===== src/rtl/motor_pwm_driver.sv =====
// H-bridge PWM driver: period counter, boundary-latched signed command, reversal dead period.
// Optional short-brake on zero command is enabled by defining MOTOR_PWM_BRAKE_EN.
module motor_pwm_driver #(
    parameter int unsigned PWM_PERIOD = 5000,
    parameter int unsigned DUTY_MAX   = 4800
) (
    input  logic        clk,
    input  logic        rst_n,
    input  logic [15:0] motor_cmd,
    input  logic        cmd_valid,
    input  logic        enable,
    output logic        pwm,
    output logic        ain1,
    output logic        ain2,
    output logic        period_start,
    output logic        sat
);

    typedef enum logic [1:0] {StIdle, StRun, StDead} state_e;
    typedef enum logic [1:0] {DirNone, DirFwd, DirRev} dir_e;

    localparam logic [15:0] LastCnt = 16'(PWM_PERIOD - 1);
    localparam logic [16:0] DutyMax = 17'(DUTY_MAX);

    if (PWM_PERIOD < 2 || PWM_PERIOD > 65535) begin : g_bad_period
        $error("motor_pwm_driver: PWM_PERIOD outside 2..65535");
    end
    if (DUTY_MAX > PWM_PERIOD) begin : g_bad_duty
        $error("motor_pwm_driver: DUTY_MAX exceeds PWM_PERIOD");
    end

    state_e      st_q;
    dir_e        dir_q;
    logic [15:0] cnt_q;
    logic [15:0] pend_q;
    logic [16:0] duty_q;
    logic        brake_q;
    logic        pwm_q;
    logic        ain1_q;
    logic        ain2_q;
    logic        period_start_q;
    logic        sat_q;

    logic [15:0] cmd_eff;
    logic [16:0] cmd_ext;
    logic [16:0] mag;
    logic [16:0] duty_c;
    logic        sat_c;
    logic        brake_c;
    dir_e        sign_c;
    logic        boundary;
    logic        reverse;
    logic [15:0] cnt_nxt;

    always_comb begin
        // A write on the boundary edge itself is the last write before that boundary.
        cmd_eff  = cmd_valid ? motor_cmd : pend_q;
        cmd_ext  = {cmd_eff[15], cmd_eff};
        mag      = cmd_eff[15] ? (~cmd_ext + 17'd1) : cmd_ext;
        sat_c    = (mag > DutyMax);
        duty_c   = sat_c ? DutyMax : mag;
        if (cmd_eff == 16'd0) begin
            sign_c = DirNone;
        end else if (cmd_eff[15]) begin
            sign_c = DirRev;
        end else begin
            sign_c = DirFwd;
        end
`ifdef MOTOR_PWM_BRAKE_EN
        brake_c  = (sign_c == DirNone);
`else
        brake_c  = 1'b0;
`endif
        boundary = (st_q == StIdle) || (cnt_q == LastCnt);
        cnt_nxt  = boundary ? 16'd0 : cnt_q + 16'd1;
        reverse  = (sign_c != DirNone) && (dir_q != DirNone) && (sign_c != dir_q);
    end

    always_ff @(posedge clk or negedge rst_n) begin
        if (!rst_n) begin
            st_q           <= StIdle;
            dir_q          <= DirNone;
            cnt_q          <= 16'd0;
            pend_q         <= 16'd0;
            duty_q         <= 17'd0;
            brake_q        <= 1'b0;
            pwm_q          <= 1'b0;
            ain1_q         <= 1'b0;
            ain2_q         <= 1'b0;
            period_start_q <= 1'b0;
            sat_q          <= 1'b0;
        end else begin
            if (cmd_valid) begin
                pend_q <= motor_cmd;
            end
            if (!enable) begin
                st_q           <= StIdle;
                dir_q          <= DirNone;
                cnt_q          <= 16'd0;
                duty_q         <= 17'd0;
                brake_q        <= 1'b0;
                pwm_q          <= 1'b0;
                ain1_q         <= 1'b0;
                ain2_q         <= 1'b0;
                period_start_q <= 1'b0;
                sat_q          <= 1'b0;
            end else begin
                cnt_q          <= cnt_nxt;
                period_start_q <= boundary;
                if (boundary && reverse) begin
                    // Adopt the new direction now so the same command resumes RUN after DEAD.
                    st_q    <= StDead;
                    dir_q   <= sign_c;
                    duty_q  <= 17'd0;
                    brake_q <= 1'b0;
                    pwm_q   <= 1'b0;
                    ain1_q  <= 1'b0;
                    ain2_q  <= 1'b0;
                    sat_q   <= 1'b0;
                end else if (boundary) begin
                    st_q <= StRun;
                    if (sign_c != DirNone) begin
                        dir_q <= sign_c;
                    end
                    duty_q  <= duty_c;
                    brake_q <= brake_c;
                    sat_q   <= sat_c;
                    ain1_q  <= (sign_c == DirFwd) || brake_c;
                    ain2_q  <= (sign_c == DirRev) || brake_c;
                    pwm_q   <= brake_c || (duty_c != 17'd0);
                end else begin
                    pwm_q <= brake_q || ({1'b0, cnt_nxt} < duty_q);
                end
            end
        end
    end

    assign pwm          = pwm_q;
    assign ain1         = ain1_q;
    assign ain2         = ain2_q;
    assign period_start = period_start_q;
    assign sat          = sat_q;

endmodule


===== config.mk =====
export PLATFORM = sky130hd
export DESIGN_NAME = motor_pwm_driver
export DESIGN_NICKNAME = d
export VERILOG_FILES = /design/src/rtl/motor_pwm_driver.sv
export SDC_FILE = /design/constraint.sdc
export NUM_CORES = 1
export LEC_CHECK = 0
export BUFFER_PORTS_ARGS = -buffer_cell sky130_fd_sc_hd__clkbuf_2
export CORE_MARGIN = 5
export CORE_UTILIZATION = 55
export CTS_BUF_LIST = sky130_fd_sc_hd__clkbuf_8
export DETAILED_ROUTE_END_ITERATION = 6
export GPL_TIMING_DRIVEN = 0
export PLACE_DENSITY = 0.89
export REMOVE_ABC_BUFFERS = 1
export SLEW_MARGIN = 40
export SYNTH_ARGS = -nofsm -noshare
export SYNTH_HDL_FRONTEND = slang
export SYNTH_SLANG_ARGS = --single-unit

===== constraint.sdc =====
create_clock -name clk -period 3.55 [get_ports clk]
set_clock_uncertainty 0.05 [all_clocks]
set_input_delay 0.71 -clock clk [delete_from_list [all_inputs] [get_ports clk]]
set_output_delay 0.71 -clock clk [all_outputs]
set_load 0.03 [all_outputs]

==> flow_summary.json <==
{
  "status": "finished clean",
  "grt_overflow": 0,
  "postRouteAntennaNets": 0,
  "final_nets": 429,
  "place_congestion": 0.817,
  "slowest_stage": "nor4bb_1",
  "grt_pass1_vias": 2869,
  "wl_per_cell_microns": 16.5,
  "worstPathCellList": "buf_6 -> mux2i_2 -> ha_1 -> nor4bb_1 -> o21ai_0 -> o211ai_1 -> o211ai_1 -> o2111a_1 -> o31a_1 -> o32ai_1",
  "syn_avg_cell_area_sq_um": 9.38,
  "synthCells": 369,
  "dp_cells": 457,
  "h-tree-depth": 3,
  "drc": 0,
  "cts_tree": "built",
  "worstPathArrival_ps": 3550,
  "synthFlopType": "dfrtp_1",
  "hold_ws_ps": 363,
  "setup_viol": 0,
  "clock-sinks": 58,
  "p_leak_nw": 1.74,
  "grt_first_pass_wirelength_mm": 13.1,
  "min_period_ps": 3350,
  "instances_no_fill": 474,
  "ys_warn_count": 0,
  "reg2reg_from": "cnt_q[14]$_DFF_PN0_",
  "timing.final.ws_setup_ps": 197,
  "num_vias": 2927,
  "finalCritPeriodShare_pct": 94.4,
  "cts_buffers": 9,
  "drt-pass1-iter-count": 5,
  "die-area_sq_um": 7980,
  "path_max_fanout": 32,
  "dpl_cell_area_sq_um": 3610,
  "path_common_cell": "o211ai_1",
  "preCtsSetupSlack_ps": -830,
  "area.growth.synth_to_final_pct": 12.4,
  "antennaDiodeCount": 0,
  "grt_setup_unrepaired": "no",
  "cts.clk_slew.worst_paths_ps": 60,
  "drv_slew": 0,
  "yosysTopAreaCell": "dfrtp_1",
  "port_buffers": 24,
  "async_flop_share_pct": 100,
  "hpwlAfterDp_mm": 5.39,
  "yosys-top-cells-count": "58 x dfrtp_1, 47 x nor2_1, 28 x inv_1",
  "ys_seq_area_share_pct": 41.9,
  "reg2reg_slack_ps": 240,
  "ys_top_cells_by_area": "dfrtp_1 42%, ha_1 6.1%, nor2_1 5.1%",
  "tns_ps": 0,
  "grt_start_max_net_pins": 59,
  "ys_types": 54,
  "final_hold_viol_count": 0,
  "r2r_cells": 12,
  "fmax_ghz": 0.298,
  "drv_cap": 0,
  "rows": 29,
  "clock_path_buffers": 2,
  "grt_usage_pct": 21.5,
  "clk_latency_ps": 350,
  "endpoint_kind": "register",
  "drtIter0Drc": 183,
  "powerDensity_nw_per_um2": 502,
  "initial_utilization_pct": 55.5,
  "antenna_found_initial": 0,
  "clockRootBuffer": "clkbuf_8",
  "ir_worst_vdd_mv": 0.430,
  "yosysMostFrequentCell": "dfrtp_1",
  "synth_edf_count": 0,
  "slew_headroom_pct": 44.0,
  "wl_mm": 7.80,
  "stdcell_area_sq_um": 3890,
  "num_io_pins": 25,
  "cpPeakStageDelay_ps": 410,
  "worstMarginPinSlew_ps": 833,
  "ys_ff_latch": 58,
  "die_w_microns": 89.3,
  "synth.top_cell.area_share_pct": 41.9,
  "core_area_sq_um": 6240,
  "start_kind": "primary input",
  "viasPerCell": 6.18,
  "total_power_mw": 1.95,
  "regToRegEndpoint": "pwm$_DFF_PN0_",
  "syn_area_sq_um": 3460,
  "crit_type": "primary input to register",
  "final_core_util_pct": 62.3,
  "drive_gt1_share_pct": 14.1,
  "die_h_microns": 89.3,
  "required_ps": 3750,
  "hp-class": "primary input to asynchronous set/reset pin"
}
## registers in the layout (all words and copies together), names as in the netlist, 2 cells and up
name	cells
pend_q	16
dir_q	2
st_q	2
duty_q	17
cnt_q	16
## cell families after synthesis
| family | share of synthesized area (%) |
|---|---|
| and+or+nand+nor | 20.5 |
| adders and majority gates | 6.14 |
| buffers and inverters | 5.31 |
| xor gates and xnor gates | 6.58 |
| AOI/OAI and AO/OA | 14.9 |
| DFF | 41.9 |
| muxes | 4.73 |
## critical path, delay by kind of cell
kind / cells / cell delay (ps)
AOI/OAI and AO/OA: 6 / 1460
and+or+nand+nor: 1 / 410
muxes: 1 / 370
adders and majority gates: 1 / 330
buffers and inverters: 1 / 270
## layout by cell type (no fill, tap or decap), types with 5 or more instances in the layout
cell	n
xor2_1	7
clkbuf_2	22
o21ai_0	11
clkbuf_8	10
nand2_1	18
nand3_1	6
o31ai_1	6
inv_1	32
ha_1	17
o32ai_1	7
nor2_1	47
a21o_1	9
xnor2_1	19
dfrtp_1	58
and3_1	6
a21oi_1	15
and2_1	5
nor3_1	19
mux2i_1	10
## routing by layer
layer | track usage (%) | part of all wire, % | up-vias | routed length [microns]
met4 | 12.2 | 3.0 | 0 | 231
li1 | - | - | 1378 | -
met2 | 35.2 | 50 | 110 | 3930
met3 | 4.24 | 4.9 | 21 | 381
met5 | 0 | 0 | - | 0
met1 | 26.6 | 42 | 1418 | 3260
## how the worst max path moves through the flow
stage / cells after the start / to / start / slack (ps)
2_1_floorplan: 7 / duty_q[1]$_DFFE_PN0P_ / cmd_valid / 30
3_3_place_gp: 8 / duty_q[2]$_DFFE_PN0P_ / cmd_valid / -1150
3_5_place_dp: 8 / duty_q[5]$_DFFE_PN0P_ / cmd_valid / -830
4_1_cts: 9 / duty_q[2]$_DFFE_PN0P_ / cmd_valid / 20
5_1_grt: 12 / pwm$_DFF_PN0_ / cnt_q[14]$_DFF_PN0_ / 20
6_report: 10 / duty_q[2]$_DFFE_PN0P_ / cmd_valid / 200
## area by class of cell
type | instances | area, sq um
Fill cell | 501 | 2350
Multi-Input combinational cell | 268 | 1880
Sequential cell | 58 | 1450
Clock buffer | 10 | 138
Timing Repair Buffer | 25 | 136
Inverter | 30 | 113
Tap cell | 77 | 96.3
Clock inverter | 6 | 75.1
## timing repair
item	4_1_cts	5_1_grt
resized for setup	3	9
hold buffers	0	0
buffers inserted	1	0
endpoints found under the hold margin	0	0
setup endpoints to repair	13	16
## power by group
group,switching (mW),internal (mW)
clock,0.259,0.404
sequential,0.0369,0.733
combinational,0.344,0.177
(Power assumes the default switching activity.)
